File: src/rtl/cpu_ctrl_pkg.sv
// Shared state encoding, instruction opcodes, ALU codes and the control-word layout
// used by control_sequencer, ctrl_decode and datapath.
package cpu_ctrl_pkg;

    typedef logic [3:0] state_t;

    localparam state_t T0   = 4'd0;
    localparam state_t T1   = 4'd1;
    localparam state_t T2   = 4'd2;
    localparam state_t T3   = 4'd3;
    localparam state_t T4   = 4'd4;
    localparam state_t T5   = 4'd5;
    localparam state_t T6   = 4'd6;
    localparam state_t T7   = 4'd7;
    localparam state_t HALT = 4'd8;

    localparam logic [4:0] OP_LD   = 5'b00000;
    localparam logic [4:0] OP_LDI  = 5'b00001;
    localparam logic [4:0] OP_ST   = 5'b00010;
    localparam logic [4:0] OP_ADD  = 5'b00011;
    localparam logic [4:0] OP_SUB  = 5'b00100;
    localparam logic [4:0] OP_AND  = 5'b00101;
    localparam logic [4:0] OP_OR   = 5'b00110;
    localparam logic [4:0] OP_ADDI = 5'b01100;
    localparam logic [4:0] OP_BR   = 5'b10011;
    localparam logic [4:0] OP_JR   = 5'b10100;
    localparam logic [4:0] OP_JAL  = 5'b10101;
    localparam logic [4:0] OP_NOP  = 5'b11010;
    localparam logic [4:0] OP_HALT = 5'b11011;

    localparam logic [4:0] ALU_NONE = 5'b00000;
    localparam logic [4:0] ALU_ADD  = 5'b00001;
    localparam logic [4:0] ALU_SUB  = 5'b00010;
    localparam logic [4:0] ALU_AND  = 5'b01010;
    localparam logic [4:0] ALU_OR   = 5'b01011;

    typedef struct packed {
        logic PCout, MARin, incPC, Zin;
        logic ZLowOut, ZHighOut, PCin, read, write, MDRin, MDRout, IRin;
        logic Gra, Grb, Grc, Rin, Rout, BAout, Cout, Yin, CONN_in;
        logic HIin, LOin, HIout, LOout, InPortIn, InPortOut, OutPortIn;
        logic [4:0] opcode;
        logic run;
    } ctrl_t;

    function automatic logic [4:0] alu_code(input logic [4:0] op);
        case (op)
            OP_SUB:  return ALU_SUB;
            OP_AND:  return ALU_AND;
            OP_OR:   return ALU_OR;
            default: return ALU_ADD;
        endcase
    endfunction

endpackage

File: src/rtl/control_sequencer_if.sv
// Sequencer-to-datapath control bus; mem_rdy exists only when CTRL_MEM_WAIT_EN is defined.
interface control_sequencer_if;
    logic [31:0] ir;
    logic        con_ff;
`ifdef CTRL_MEM_WAIT_EN
    logic        mem_rdy;
`endif
    logic PCout, MARin, incPC, Zin;
    logic ZLowOut, ZHighOut, PCin, read, write, MDRin, MDRout, IRin;
    logic Gra, Grb, Grc, Rin, Rout, BAout, Cout, Yin, CONN_in;
    logic HIin, LOin, HIout, LOout, InPortIn, InPortOut, OutPortIn;
    logic [4:0] opcode;
    logic       run;

    modport master (
        input  ir, con_ff,
`ifdef CTRL_MEM_WAIT_EN
        input  mem_rdy,
`endif
        output PCout, MARin, incPC, Zin,
        output ZLowOut, ZHighOut, PCin, read, write, MDRin, MDRout, IRin,
        output Gra, Grb, Grc, Rin, Rout, BAout, Cout, Yin, CONN_in,
        output HIin, LOin, HIout, LOout, InPortIn, InPortOut, OutPortIn,
        output opcode, run
    );

    modport slave (
        output ir, con_ff,
`ifdef CTRL_MEM_WAIT_EN
        output mem_rdy,
`endif
        input  PCout, MARin, incPC, Zin,
        input  ZLowOut, ZHighOut, PCin, read, write, MDRin, MDRout, IRin,
        input  Gra, Grb, Grc, Rin, Rout, BAout, Cout, Yin, CONN_in,
        input  HIin, LOin, HIout, LOout, InPortIn, InPortOut, OutPortIn,
        input  opcode, run
    );
endinterface

File: src/rtl/ctrl_decode.sv
// Combinational control-word decode from (state, opcode, con_ff); special-register
// strobes are left at 0 in this revision.
module ctrl_decode
    import cpu_ctrl_pkg::*;
(
    input  state_t     state,
    input  logic [4:0] op,
    input  logic       con_ff,
    output ctrl_t      ctrl
);

    always_comb begin
        ctrl     = '0;
        ctrl.run = (state != HALT);
        case (state)
            T0: begin ctrl.PCout = 1'b1; ctrl.MARin = 1'b1; ctrl.incPC = 1'b1; ctrl.Zin = 1'b1; end
            T1: begin ctrl.ZLowOut = 1'b1; ctrl.PCin = 1'b1; ctrl.read = 1'b1; ctrl.MDRin = 1'b1; end
            T2: begin ctrl.MDRout = 1'b1; ctrl.IRin = 1'b1; end
            T3: case (op)
                OP_ADD, OP_SUB, OP_AND, OP_OR, OP_ADDI:
                    begin ctrl.Grb = 1'b1; ctrl.Rout = 1'b1; ctrl.Yin = 1'b1; end
                OP_LDI, OP_LD, OP_ST:
                    begin ctrl.Grb = 1'b1; ctrl.BAout = 1'b1; ctrl.Yin = 1'b1; end
                OP_BR:  begin ctrl.Gra = 1'b1; ctrl.Rout = 1'b1; ctrl.CONN_in = 1'b1; end
                OP_JR:  begin ctrl.Gra = 1'b1; ctrl.Rout = 1'b1; ctrl.PCin = 1'b1; end
                OP_JAL: begin ctrl.PCout = 1'b1; ctrl.Grb = 1'b1; ctrl.Rin = 1'b1; end
                default: ;
            endcase
            T4: case (op)
                OP_ADD, OP_SUB, OP_AND, OP_OR: begin
                    ctrl.Grc = 1'b1; ctrl.Rout = 1'b1; ctrl.Zin = 1'b1;
                    ctrl.opcode = alu_code(op);
                end
                OP_ADDI, OP_LDI, OP_LD, OP_ST:
                    begin ctrl.Cout = 1'b1; ctrl.Zin = 1'b1; ctrl.opcode = ALU_ADD; end
                OP_BR:  begin ctrl.PCout = 1'b1; ctrl.Yin = 1'b1; end
                OP_JAL: begin ctrl.Gra = 1'b1; ctrl.Rout = 1'b1; ctrl.PCin = 1'b1; end
                default: ;
            endcase
            T5: case (op)
                OP_ADD, OP_SUB, OP_AND, OP_OR, OP_ADDI, OP_LDI:
                    begin ctrl.ZLowOut = 1'b1; ctrl.Gra = 1'b1; ctrl.Rin = 1'b1; end
                OP_LD, OP_ST: begin ctrl.ZLowOut = 1'b1; ctrl.MARin = 1'b1; end
                OP_BR: begin ctrl.Cout = 1'b1; ctrl.Zin = 1'b1; ctrl.opcode = ALU_ADD; end
                default: ;
            endcase
            T6: case (op)
                OP_LD: begin ctrl.read = 1'b1; ctrl.MDRin = 1'b1; end
                OP_ST: begin ctrl.Gra = 1'b1; ctrl.Rout = 1'b1; ctrl.MDRin = 1'b1; end
                OP_BR: if (con_ff) begin ctrl.ZLowOut = 1'b1; ctrl.PCin = 1'b1; end
                default: ;
            endcase
            T7: case (op)
                OP_LD: begin ctrl.MDRout = 1'b1; ctrl.Gra = 1'b1; ctrl.Rin = 1'b1; end
                OP_ST: ctrl.write = 1'b1;
                default: ;
            endcase
            default: ;
        endcase
    end

endmodule

File: src/rtl/control_sequencer.sv
// Hardwired fetch/execute sequencer: state register and next-state logic only.
// Optional memory wait-states on T1, ld T6 and st T7 when CTRL_MEM_WAIT_EN is defined.
module control_sequencer
    import cpu_ctrl_pkg::*;
(
    input  logic                clk,
    input  logic                clr,
    control_sequencer_if.master bus
);

    state_t     state_q, state_d;
    logic [4:0] op;
    logic       mem_ok;
    ctrl_t      dec, ctrl;
    logic       unused_ir;

    assign op        = bus.ir[31:27];
    assign unused_ir = ^bus.ir[26:0];

`ifdef CTRL_MEM_WAIT_EN
    assign mem_ok = bus.mem_rdy;
`else
    assign mem_ok = 1'b1;
`endif

    // T0-T2 fetch | T3-T7 execute | HALT stopped until clr
    always_comb begin
        state_d = state_q;
        case (state_q)
            T0: state_d = T1;
            T1: if (mem_ok) state_d = T2;
            T2: state_d = T3;
            T3: case (op)
                OP_HALT: state_d = HALT;
                OP_ADD, OP_SUB, OP_AND, OP_OR, OP_ADDI, OP_LDI,
                OP_LD, OP_ST, OP_BR, OP_JAL: state_d = T4;
                default: state_d = T0;
            endcase
            T4: state_d = (op == OP_JAL) ? T0 : T5;
            T5: state_d = (op == OP_LD || op == OP_ST || op == OP_BR) ? T6 : T0;
            T6: begin
                if (op == OP_ST || (op == OP_LD && mem_ok)) state_d = T7;
                else if (op != OP_LD)                       state_d = T0;
            end
            T7: if (op != OP_ST || mem_ok) state_d = T0;
            HALT: state_d = HALT;
            default: state_d = T0;
        endcase
    end

    always_ff @(posedge clk) begin
        if (clr) state_q <= T0;
        else     state_q <= state_d;
    end

    ctrl_decode u_decode (
        .state  (state_q),
        .op     (op),
        .con_ff (bus.con_ff),
        .ctrl   (dec)
    );

    // Strobes stay quiet while clr is held, even if the old state is mid-instruction.
    always_comb begin
        ctrl = dec;
        if (clr) begin
            ctrl     = '0;
            ctrl.run = 1'b1;
        end
    end

    assign bus.PCout     = ctrl.PCout;
    assign bus.MARin     = ctrl.MARin;
    assign bus.incPC     = ctrl.incPC;
    assign bus.Zin       = ctrl.Zin;
    assign bus.ZLowOut   = ctrl.ZLowOut;
    assign bus.ZHighOut  = ctrl.ZHighOut;
    assign bus.PCin      = ctrl.PCin;
    assign bus.read      = ctrl.read;
    assign bus.write     = ctrl.write;
    assign bus.MDRin     = ctrl.MDRin;
    assign bus.MDRout    = ctrl.MDRout;
    assign bus.IRin      = ctrl.IRin;
    assign bus.Gra       = ctrl.Gra;
    assign bus.Grb       = ctrl.Grb;
    assign bus.Grc       = ctrl.Grc;
    assign bus.Rin       = ctrl.Rin;
    assign bus.Rout      = ctrl.Rout;
    assign bus.BAout     = ctrl.BAout;
    assign bus.Cout      = ctrl.Cout;
    assign bus.Yin       = ctrl.Yin;
    assign bus.CONN_in   = ctrl.CONN_in;
    assign bus.HIin      = ctrl.HIin;
    assign bus.LOin      = ctrl.LOin;
    assign bus.HIout     = ctrl.HIout;
    assign bus.LOout     = ctrl.LOout;
    assign bus.InPortIn  = ctrl.InPortIn;
    assign bus.InPortOut = ctrl.InPortOut;
    assign bus.OutPortIn = ctrl.OutPortIn;
    assign bus.opcode    = ctrl.opcode;
    assign bus.run       = ctrl.run;

endmodule

File: src/flat_wrapper.sv
// flat-port wrapper written by rule: the top's interface ports become plain ports
module control_sequencer_flat import cpu_ctrl_pkg::*;
  (clk, clr, bus_ir, bus_con_ff, bus_PCout, bus_MARin, bus_incPC, bus_Zin, bus_ZLowOut, bus_ZHighOut, bus_PCin, bus_read, bus_write, bus_MDRin, bus_MDRout, bus_IRin, bus_Gra, bus_Grb, bus_Grc, bus_Rin, bus_Rout, bus_BAout, bus_Cout, bus_Yin, bus_CONN_in, bus_HIin, bus_LOin, bus_HIout, bus_LOout, bus_InPortIn, bus_InPortOut, bus_OutPortIn, bus_opcode, bus_run);
  control_sequencer_if bus_i ();
  input  logic clk;
  input  logic clr;
  input wire logic [$bits(bus_i.ir)-1:0] bus_ir;
  input wire logic [$bits(bus_i.con_ff)-1:0] bus_con_ff;
  output wire logic [$bits(bus_i.PCout)-1:0] bus_PCout;
  output wire logic [$bits(bus_i.MARin)-1:0] bus_MARin;
  output wire logic [$bits(bus_i.incPC)-1:0] bus_incPC;
  output wire logic [$bits(bus_i.Zin)-1:0] bus_Zin;
  output wire logic [$bits(bus_i.ZLowOut)-1:0] bus_ZLowOut;
  output wire logic [$bits(bus_i.ZHighOut)-1:0] bus_ZHighOut;
  output wire logic [$bits(bus_i.PCin)-1:0] bus_PCin;
  output wire logic [$bits(bus_i.read)-1:0] bus_read;
  output wire logic [$bits(bus_i.write)-1:0] bus_write;
  output wire logic [$bits(bus_i.MDRin)-1:0] bus_MDRin;
  output wire logic [$bits(bus_i.MDRout)-1:0] bus_MDRout;
  output wire logic [$bits(bus_i.IRin)-1:0] bus_IRin;
  output wire logic [$bits(bus_i.Gra)-1:0] bus_Gra;
  output wire logic [$bits(bus_i.Grb)-1:0] bus_Grb;
  output wire logic [$bits(bus_i.Grc)-1:0] bus_Grc;
  output wire logic [$bits(bus_i.Rin)-1:0] bus_Rin;
  output wire logic [$bits(bus_i.Rout)-1:0] bus_Rout;
  output wire logic [$bits(bus_i.BAout)-1:0] bus_BAout;
  output wire logic [$bits(bus_i.Cout)-1:0] bus_Cout;
  output wire logic [$bits(bus_i.Yin)-1:0] bus_Yin;
  output wire logic [$bits(bus_i.CONN_in)-1:0] bus_CONN_in;
  output wire logic [$bits(bus_i.HIin)-1:0] bus_HIin;
  output wire logic [$bits(bus_i.LOin)-1:0] bus_LOin;
  output wire logic [$bits(bus_i.HIout)-1:0] bus_HIout;
  output wire logic [$bits(bus_i.LOout)-1:0] bus_LOout;
  output wire logic [$bits(bus_i.InPortIn)-1:0] bus_InPortIn;
  output wire logic [$bits(bus_i.InPortOut)-1:0] bus_InPortOut;
  output wire logic [$bits(bus_i.OutPortIn)-1:0] bus_OutPortIn;
  output wire logic [$bits(bus_i.opcode)-1:0] bus_opcode;
  output wire logic [$bits(bus_i.run)-1:0] bus_run;
  assign bus_i.ir = bus_ir;
  assign bus_i.con_ff = bus_con_ff;
  assign bus_PCout = bus_i.PCout;
  assign bus_MARin = bus_i.MARin;
  assign bus_incPC = bus_i.incPC;
  assign bus_Zin = bus_i.Zin;
  assign bus_ZLowOut = bus_i.ZLowOut;
  assign bus_ZHighOut = bus_i.ZHighOut;
  assign bus_PCin = bus_i.PCin;
  assign bus_read = bus_i.read;
  assign bus_write = bus_i.write;
  assign bus_MDRin = bus_i.MDRin;
  assign bus_MDRout = bus_i.MDRout;
  assign bus_IRin = bus_i.IRin;
  assign bus_Gra = bus_i.Gra;
  assign bus_Grb = bus_i.Grb;
  assign bus_Grc = bus_i.Grc;
  assign bus_Rin = bus_i.Rin;
  assign bus_Rout = bus_i.Rout;
  assign bus_BAout = bus_i.BAout;
  assign bus_Cout = bus_i.Cout;
  assign bus_Yin = bus_i.Yin;
  assign bus_CONN_in = bus_i.CONN_in;
  assign bus_HIin = bus_i.HIin;
  assign bus_LOin = bus_i.LOin;
  assign bus_HIout = bus_i.HIout;
  assign bus_LOout = bus_i.LOout;
  assign bus_InPortIn = bus_i.InPortIn;
  assign bus_InPortOut = bus_i.InPortOut;
  assign bus_OutPortIn = bus_i.OutPortIn;
  assign bus_opcode = bus_i.opcode;
  assign bus_run = bus_i.run;
  control_sequencer u_core (.clk(clk), .clr(clr), .bus(bus_i));
endmodule
File: config.mk
export PLATFORM = sky130hd
export DESIGN_NAME = control_sequencer_flat
export DESIGN_NICKNAME = d
export VERILOG_FILES = /design/src/rtl/cpu_ctrl_pkg.sv /design/src/rtl/control_sequencer_if.sv /design/src/rtl/ctrl_decode.sv /design/src/rtl/control_sequencer.sv /design/src/flat_wrapper.sv
export SDC_FILE = /design/constraint.sdc
export NUM_CORES = 1
export LEC_CHECK = 0
export ABC_CLOCK_PERIOD_IN_PS = 2100
export CAP_MARGIN = 15
export CELL_PAD_IN_SITES_DETAIL_PLACEMENT = 1
export CELL_PAD_IN_SITES_GLOBAL_PLACEMENT = 1
export CORE_UTILIZATION = 24
export CTS_BUF_LIST = sky130_fd_sc_hd__clkbuf_8
export CTS_CLUSTER_DIAMETER = 120
export CTS_CLUSTER_SIZE = 24
export DETAILED_ROUTE_END_ITERATION = 12
export PLACE_DENSITY = 0.83
export SLEW_MARGIN = 20
export SYNTH_ARGS = -nofsm -noshare
export SYNTH_HDL_FRONTEND = slang
export SYNTH_SLANG_ARGS = --single-unit
File: constraint.sdc
create_clock -name clk -period 2.1 [get_ports clk]
set_clock_uncertainty 0.05 [all_clocks]
set_input_delay 0.315 -clock clk [delete_from_list [all_inputs] [get_ports clk]]
set_output_delay 0.315 -clock clk [all_outputs]
set_load 0.02 [all_outputs]
==> reports/metrics.yaml, run 1 <==
status: "finished with violations"
violations: "negative setup slack"
gp_congestion: 0.857
synth_area_per_cell_um2: 6.14
nets: 281
numPlacedInstances: 292
tritoncts: "built"
fmax_ghz: 0.473
powerDensity_nw_per_um2: 366
largest_reg_flops: 4
routedWlPerCell_um: 17.1
met2_usage: 0.341
use_met3: 0.0247
syn_to_final_growth_pct: 72.6
crit_path_cell_trace: "buf_6 -> buf_8 -> nand2b_4 -> or3_1 -> a31oi_1 -> or3_1 -> buf_4"
cts_root_buffer: "clkbuf_8"
drv_cap: 0
use_met1: 0.246
synthArstFlopShare: 0
initial_core_util: 0.250
cts_sinks: 4
yosysWarningCount: 0
p_leak_nw: 0.793
holdCritPathClass: "input port to register"
drt_iter0_markers: 33
num_rows: 24
vias: 1556
syn_inst: 177
whs_path_depth: 3
grt_pass1_wl_um: 7670
clk_pin_slew_worst_paths_ns: 0.03
crit_top_cell: "or3_1"
routed_wl_um: 5050
top_regs: "u_core.state_q: 4 flops"
grt_max_degree: 22
synth_ff_type: "dfxtp_1"
max-clock-path-buffers: 2
htree_levels: 1
worstPathArrival_ns: 1.75
setup_viol: 1
timing.rr.end: "u_core.state_q[2]$_SDFFE_PP0P_"
port_buffers: 31
grt-ovfl-total: 0
drt_pass1_iterations: 4
drv_slew: 0
pin_count: 69
fin_cells: 296
grt_pass1_vias: 1613
die_h_um: 69.3
ant_nets: 0
cts_buffers: 3
start_kind: "register"
required_ns: 1.74
clk_latency_ns: 0.21
post-place-ws_ns: -0.836
hold_viol: 0
ff2ff_setup_slack_ns: 0.70
holdWs_ns: 0.409
min_to: "u_core.state_q[3]$_SDFFE_PP0P_"
core_area_um2: 4350
busiest_layer: "met2"
rsz0062_at_grt: "true"
synth-edff-count: 0
drive_above_1_share: 0.500
ir_drop_uv: 189
fin_tns_setup_ns: -0.0136
antenna_found_initial: 0
antenna_cells: 0
dpl.hpwl_um: 3480
avgViaCountPerCell: 5.26
synthDistinctLibCells: 49
r2r_start: "u_core.state_q[3]$_SDFFE_PP0P_"
track_usage: 0.195
regMostFlops: "u_core.state_q"
fin_crit_ns: 2.11
critPathMaxFanout: 9
endpoint_kind: "output port"
die_area_um2: 4800
rr_worst_depth: 5
critPathKind: "register to output port"
period_share: 1.01
yosysSeqAreaShare: 0.0736
ys_ff_latch: 4
setup_ws_ns: -0.0136
min-delay-start: "clr"
dieWidth_um: 69.3
drc: 0
slowest_delay_ns: 0.35
cpMaxStageDelayCell: "dfxtp_2"
syn_area_um2: 1090
## synth_stat cells (all sizes together) (2+ instances only)
master	count	area, um^2
or2	3	18.8
nand2b	6	37.5
nor4	4	25.0
nand3b	2	15.0
a21oi	14	70.1
inv	2	7.51
or3	6	37.5
dfxtp	4	80.1
o21bai	3	22.5
buf	18	120
o22ai	5	31.3
xnor2	2	17.5
nand3	6	30.0
a31oi	3	18.8
nor2b	3	18.8
or3b	2	17.5
nor4bb	3	30.0
a211oi	3	22.5
clkbuf	11	41.3
a21boi	2	15.0
nor3	11	55.1
o21ai	5	25.0
nor2	24	90.1
nor3b	2	20.0
nand2	12	45.0
nand4	2	12.5
or4	3	26.3
a22oi	2	15.0
## cells by family (layout without fill, tap and decap cells)
family / Yosys count / in the layout / synth area share
flip-flops: 4 / 4 / 0.0737
adder cells (fa/ha/maj): 1 / 1 / 0.00921
other: 1 / 10 / 0.00345
AO/OA/AOI/OAI: 44 / 44 / 0.264
AND/OR/NAND/NOR: 94 / 94 / 0.479
buffers and inverters: 31 / 89 / 0.155
XOR/XNOR: 2 / 2 / 0.0161
## placed cells by master (no fill, tap or decap), types with 2 or more instances in the layout
cell type	netlist	routed
a211oi_1	3	3
a21oi_1	14	11
a21oi_2	0	3
a31oi_1	3	2
buf_2	6	13
buf_4	10	55
buf_6	1	8
clkbuf_2	0	4
clkbuf_8	0	3
conb_1	1	10
dfxtp_1	4	2
dfxtp_2	0	2
inv_1	2	2
nand2_1	12	12
nand2b_1	6	5
nand3_1	6	5
nand3b_1	2	2
nand4_1	2	2
nor2_1	24	21
nor2_4	0	2
nor2b_2	0	3
nor3_1	11	6
nor3_2	0	4
nor3b_2	1	2
nor4_1	4	4
nor4bb_2	0	2
o21ai_0	5	3
o21bai_1	3	3
o22ai_1	5	5
or2_4	0	2
or3_1	6	4
or3_4	0	2
or4_4	1	2
xnor2_1	2	2
## through the flow
step	instance area [um^2]	power [mW]	util
3_3_place_gp	1740	0.468	0.399
5_1_grt	1880	0.733	0.431
3_5_place_dp	1740	0.480	0.399
4_1_cts	1770	0.646	0.406
2_1_floorplan	1130	0.312	-
6_report	1880	0.687	0.431
## metal layers
layer  vias up  share of wire
li1        762              -
met1       735           0.43
met2        48           0.51
met3        11          0.038
met4         0          0.027
met5         -              0
## power by group
part / total, mW / leakage (nW) / internal (mW) / switching, mW
logic: 0.434 / 0.739 / 0.197 / 0.237
clock network: 0.160 / 0.0216 / 0.122 / 0.0379
registers: 0.0923 / 0.0333 / 0.0841 / 0.00814
## what timing repair did
action | in CTS | in global routing
setup endpoints to repair | 24 | 18
hold buffers | 0 | 0
resized for setup | 141 | 41
pin swaps | 9 | 14
buffers inserted | 0 | 1
## how the worst max path moves through the flow
stage / startpoint / end
final: u_core.state_q[1]$_SDFFE_PP0P_ / bus_Gra
after global routing: u_core.state_q[1]$_SDFFE_PP0P_ / bus_Gra
after CTS: clr / bus_opcode[1]
after detailed placement: bus_ir[31] / bus_read
after global placement: bus_ir[31] / bus_read
after floorplan: bus_ir[29] / bus_PCout
## cell type report
cell class,instances,area [um^2]
Inverter,2,7.51
Fill cell,554,2480
Clock buffer,3,41.3
Timing Repair Buffer,84,632
Multi-Input combinational cell,151,1050
Sequential cell,4,82.6
Tap cell,52,65.1
## critical path, delay by kind of cell (launching register included)
family                 cells  cell delay (ns)
DFF                        1             0.35
buffers and inverters      3             0.42
AOI/OAI and AO/OA          1             0.22
and+or+nand+nor            3             0.55
Power figures use the tool's default switching activity.
==> run 2: changes to the inputs <==
--- a/config.mk
+++ b/config.mk
@@ -5,16 +5,17 @@
 export SDC_FILE = /design/constraint.sdc
 export NUM_CORES = 1
 export LEC_CHECK = 0
-export ABC_CLOCK_PERIOD_IN_PS = 2100
+export ABC_AREA = 1
+export ABC_CLOCK_PERIOD_IN_PS = 2200
 export CAP_MARGIN = 15
 export CELL_PAD_IN_SITES_DETAIL_PLACEMENT = 1
 export CELL_PAD_IN_SITES_GLOBAL_PLACEMENT = 1
-export CORE_UTILIZATION = 24
+export CORE_UTILIZATION = 20
 export CTS_BUF_LIST = sky130_fd_sc_hd__clkbuf_8
 export CTS_CLUSTER_DIAMETER = 120
 export CTS_CLUSTER_SIZE = 24
 export DETAILED_ROUTE_END_ITERATION = 12
-export PLACE_DENSITY = 0.83
+export PLACE_DENSITY = 0.84
 export SLEW_MARGIN = 20
 export SYNTH_ARGS = -nofsm -noshare
 export SYNTH_HDL_FRONTEND = slang
==> constraint.sdc (replaced) <==
create_clock -name clk -period 2.2 [get_ports clk]
set_clock_uncertainty 0.05 [all_clocks]
set_input_delay 0.33 -clock clk [delete_from_list [all_inputs] [get_ports clk]]
set_output_delay 0.33 -clock clk [all_outputs]
set_load 0.02 [all_outputs]
==> run 2 against run 1 <==
  * The run now ends clean
  * Clock-buffer cell count did not move
  * Clock power fell by 6%
  * Global-route usage fell by 2.7 points
  * Cell count fell by 6.8%
  * Combinational power fell by 51%
  * Sequential share of layout area rose by 1.1 points
  * Non-clock buffer count fell by 15
  * Area after synthesis fell by 24%
  * Die area fell by 8.1%
  * Critical path depth rose by 3
  * Flip-flop and latch count did not move
  * Critical path type is now input port to output port
  * Critical endpoint is now bus_Yin
  * Largest cell class unchanged
  * Largest power group unchanged
==> reports/metrics.yaml, run 2 <==
ff2ff_setup_slack_ns: 0.72
min_to: "u_core.state_q[3]$_SDFFE_PP0P_"
htree_levels: 1
start_kind: "input port"
p_leak_nw: 0.803
syn_inst: 156
clk_latency_ns: 0.21
powerDensity_nw_per_um2: 304
dpl.hpwl_um: 2900
placed_area_um2: 1430
routed_wl_um: 3460
critPathMaxFanout: 4
gp_congestion: 0.879
synth_area_per_cell_um2: 5.33
drt_iter0_markers: 36
clkPwrFrac: 0.337
synthAdderAreaFrac: 0
wl_met3_um: 177
min-delay-start: "u_core.state_q[2]$_SDFFE_PP0P_"
tritoncts: "built"
yosysSeqAreaShare: 0.0964
worstPathArrival_ns: 1.69
wl_met1_um: 1460
yosysWarningCount: 0
design_area_um2: 1470
synthDistinctLibCells: 26
die_area_um2: 4420
status: "finished, final reports clean"
pin_count: 69
drive_above_1_share: 0.412
fin_crit_ns: 2.07
drv_slew: 0
port_buffers: 31
syn_area_um2: 831
met2_length_um: 1810
synth_area_leader_cell: "nand2_1"
synth-edff-count: 0
routedWlPerCell_um: 12.5
holdCritPathClass: "register to register"
top_regs: "u_core.state_q: 4 flops"
endpoint_kind: "output port"
hold_viol: 0
dieWidth_um: 66.5
drc: 0
required_ns: 1.82
ant_nets: 0
synthArstFlopShare: 0
final_cell_mix: "buf_4 (38), nand2_1 (33), nor2_1 (21)"
antenna_cells: 0
synth.area.mux_share: 0
regMostFlops: "u_core.state_q"
grt_pass1_vias: 1225
grt-ovfl-total: 0
vias: 1206
critPathKind: "input port to output port"
die_h_um: 66.5
setup_viol: 0
antenna_found_initial: 0
synth_top_area_share: 0.154
timing.rr.end: "u_core.state_q[1]$_SDFFE_PP0P_"
syn_to_final_growth_pct: 76.5
fmax_ghz: 0.482
comb_power_share: 0.477
grt_pass1_wl_um: 5670
whs_path_depth: 3
nets: 263
grt_max_degree: 9
yosys.area_share.simple: 0.583
rr_worst_depth: 9
synth-xor-area-share: 0
core_area_um2: 4000
top_layer_used: "met4"
period_share: 0.943
synth_ff_type: "dfxtp_1"
synth_compound_area_frac: 0.111
holdWs_ns: 0.567
synth_top_family_by_area: "simple AND/OR/NAND/NOR gates"
r2r_start: "u_core.state_q[2]$_SDFFE_PP0P_"
numPlacedInstances: 269
switching_share: 0.384
fin_tns_setup_ns: 0
drv_cap: 0
num_rows: 23
synthTopCellsByCount: "nand2_1 (34), nor2_1 (25), inv_1 (18)"
largest_reg_flops: 4
p_seq_frac: 0.186
cts_sinks: 4
final_common_cell: "buf_4"
yosysMostFrequentCell: "nand2_1"
cts_buffers: 3
initial_core_util: 0.208
cts_root_buffer: "clkbuf_8"
p_switching_mw: 0.171
fin_cells: 276
ir_drop_uv: 155
track_usage: 0.167
avgViaCountPerCell: 4.37
max-clock-path-buffers: 2
synth_area_leaders: "nand2_1 (15%), nor2_1 (11%), dfxtp_1 (9.6%)"
drt_pass1_iterations: 4
clk_pin_slew_worst_paths_ns: 0.03
power.internal_mw: 0.275
ys_ff_latch: 4
==> run 2: changes by cell type after synthesis, sizes merged, moves of 7 or more <==
cell / before / now
buf: 18 / 10
inv: 2 / 23
a21oi: 14 / 7
nand3: 6 / 13
clkbuf: 11 / 1
nand2: 12 / 41
nor2: 24 / 35
==> run 2: area by class of cell <==
class / instances / area, um^2
Multi-Input combinational cell: 126 / 657
Fill cell: 538 / 2530
Tap cell: 50 / 62.6
Sequential cell: 4 / 80.1
Inverter: 24 / 91.3
Timing Repair Buffer: 69 / 534
Clock buffer: 3 / 41.3
==> run 2: how the worst max path moves through the flow <==
stage	slack (ns)	depth (start not counted)	from	end
after floorplan	0.41	6	bus_ir[31]	bus_read
after global placement	-0.54	8	bus_ir[29]	bus_read
after detailed placement	-0.67	9	bus_ir[27]	bus_Grb
after CTS	-0.03	9	bus_ir[27]	bus_Grb
after global routing	-0.02	10	bus_ir[30]	bus_Yin
final	0.13	10	bus_ir[30]	bus_Yin
==> run 2: critical path: stages <==
cell and delay [ns]:
clkdlybuf4s15_1 0.25, buf_6 0.15, inv_1 0.06, nand2_1 0.11, o21ai_1 0.11, nor2_1 0.16
nand3_1 0.13, buf_4 0.15, o21ai_0 0.06, buf_2 0.19
==> run 2: cell families after synthesis <==
logic type,count (synthesis)
and+or+nand+nor,99
buffers and inverters,35
AOI/OAI and AO/OA,17
DFF,4
other,1
==> run 2: power by group through the flow <==
stage	combinational, mW	sequential (mW)	clock (mW)
after floorplan	0.119	0.0817	0
after global placement	0.208	0.0825	0
after detailed placement	0.213	0.0828	0
after CTS	0.205	0.0820	0.155
after global routing	0.232	0.0832	0.164
final	0.213	0.0829	0.150
==> run 2: through the flow <==
stage               setup WS [ns]   util  total power, mW
global route              -0.0183  0.367            0.479
CTS                       -0.0288  0.363            0.442
global placement           -0.542  0.357            0.291
floorplan                   0.415      -            0.200
detailed placement         -0.671  0.357            0.296
finish                      0.126  0.367            0.446
==> run 2: timing repair <==
item / 4_1_cts / 5_1_grt
buffers inserted: 2 / 2
endpoints found under the setup margin: 22 / 14
cloned: 0 / 0
hold buffers: 0 / 0
gates resized for setup: 56 / 33
endpoints found under the hold margin: 0 / 0
pin swaps: 3 / 4
==> run 2: metal layers <==
| layer | track usage | up-vias |
|---|---|---|
| met2 | 0.310 | 37 |
| li1 | - | 612 |
| met4 | 0.0213 | 0 |
| met5 | 0 | - |
| met3 | 0.0291 | 2 |
| met1 | 0.204 | 555 |
==> run 3: changes to the inputs <==
--- a/config.mk
+++ b/config.mk
@@ -15,6 +15,7 @@
 export CTS_CLUSTER_DIAMETER = 120
 export CTS_CLUSTER_SIZE = 24
 export DETAILED_ROUTE_END_ITERATION = 12
+export MAX_ROUTING_LAYER = met4
 export PLACE_DENSITY = 0.84
 export SLEW_MARGIN = 20
 export SYNTH_ARGS = -nofsm -noshare
==> run 3 against run 2 <==
  * Via count is 2.7% lower
  * Maximum frequency is 3.5% lower
  * Utilization is 0.53 points lower
  * Register-to-register slack better by 0.03 ns
  * Total power is 2.3% lower
  * Global-route usage is 1.4 points lower
  * Critical endpoint is now bus_MARin
==> reports/metrics.yaml, run 3 (same netlist as run 2, synthesis figures left out) <==
status: "finished, final reports clean"
die_area_um2: 4420
powerDensity_nw_per_um2: 302
nets: 260
start_kind: "register"
holdCritPathClass: "register to register"
largest_reg_flops: 4
regMostFlops: "u_core.state_q"
cts_root_buffer: "clkbuf_8"
top_regs: "u_core.state_q: 4 flops"
tritoncts: "built"
pin_count: 69
grt_max_degree: 9
num_rows: 23
gp_congestion: 0.898
final_common_cell: "buf_4"
drv_slew: 0
drc: 0
ir_drop_uv: 215
critPathKind: "register to output port"
cts-hold-fix-buffers: 0
worstPathArrival_ns: 1.77
port_buffers: 31
core_area_um2: 4000
max-clock-path-buffers: 2
ant_nets: 0
drive_above_1_share: 0.395
fmax_ghz: 0.465
drt_pass1_iterations: 4
grt_pass1_wl_um: 5110
rsz0062_at_grt: "true"
dpl.hpwl_um: 2820
track_usage: 0.153
clk_latency_ns: 0.21
avgViaCountPerCell: 4.30
critPathMaxFanout: 5
endpoint_kind: "output port"
period_share: 0.977
clk_pin_slew_worst_paths_ns: 0.03
syn_to_final_growth_pct: 73.9
setup_ws_ns: 0.0516
drt_iter0_markers: 22
htree_levels: 1
grt-ovfl-total: 0
grt_pass1_vias: 1165
vias: 1174
drv_cap: 0
initial_core_util: 0.208
required_ns: 1.82
post-place-ws_ns: -0.671
setup_viol: 0
routed_wl_um: 3240
final_cell_mix: "buf_4 (35), nand2_1 (32), nor2_1 (20)"
hold_viol: 0
antenna_cells: 0
cts_buffers: 3
holdWs_ns: 0.572
die_h_um: 66.5
fin_crit_ns: 2.15
cts_sinks: 4
antenna_found_initial: 0
routedWlPerCell_um: 11.9
dieWidth_um: 66.5
p_leak_nw: 0.796
run 3: routing by layer:
metal | routed length (um) | vias up | track usage | part of all wire
met5 | 0 | - | - | 0
met4 | 0 | 0 | 0.00798 | 0
met3 | 91 | 0 | 0.0154 | 0.028
met2 | 1660 | 31 | 0.281 | 0.51
met1 | 1490 | 536 | 0.190 | 0.46
li1 | - | 607 | - | -
run 3: cell type report:
type | instances | area, um^2
clock buffer | 3 | 41.3
timing repair buffer | 66 | 518
tap | 50 | 62.6
inverter | 24 | 91.3
sequential | 4 | 80.1
multi-input combinational | 126 | 652
fill | 542 | 2550
run 3: worst paths after layout:
| path | from | end | slack (ns) | cells past startpoint |
|---|---|---|---|---|
| worst max-delay path | u_core.state_q[0]$_SDFFE_PP0P_ | bus_MARin | 0.05 | 6 |
| worst max register to register | u_core.state_q[0]$_SDFFE_PP0P_ | u_core.state_q[2]$_SDFFE_PP0P_ | 0.75 | 7 |
| worst min register to register | u_core.state_q[2]$_SDFFE_PP0P_ | u_core.state_q[3]$_SDFFE_PP0P_ | 0.57 | 3 |
| worst min-delay path | u_core.state_q[2]$_SDFFE_PP0P_ | u_core.state_q[3]$_SDFFE_PP0P_ | 0.57 | 3 |
run 3: repair_timing:
action / CTS / global route
resized for setup: 53 / 27
pin swaps: 2 / 5
endpoints found under the setup margin: 22 / 18
buffers inserted: 0 / 0
run 3: worst max-delay path, stage by stage (launching register included):
cell and delay (ns):
dfxtp_1 0.41, inv_1 0.09, nor3_2 0.31, buf_4 0.18, nand2_1 0.06, o21ai_0 0.15
dlygate4sd2_1 0.35
run 3: metrics by stage:
step	instance area, um^2	setup TNS (ns)	util	cells	power (mW)
6_report	1450	0	0.361	273	0.436
5_1_grt	1450	-0.0749	0.361	273	0.465
3_5_place_dp	1430	-10.35	0.358	270	0.297
2_1_floorplan	865	0	-	165	0.200
4_1_cts	1470	-0.0165	0.367	273	0.440
3_3_place_gp	1430	-8.96	0.358	270	0.292
run 3: power breakdown:
part	internal [mW]	switching [mW]	total (mW)
Sequential	0.0771	0.00509	0.0822
Clock	0.116	0.0335	0.150
Combinational	0.0781	0.126	0.204
Total	0.271	0.164	0.436
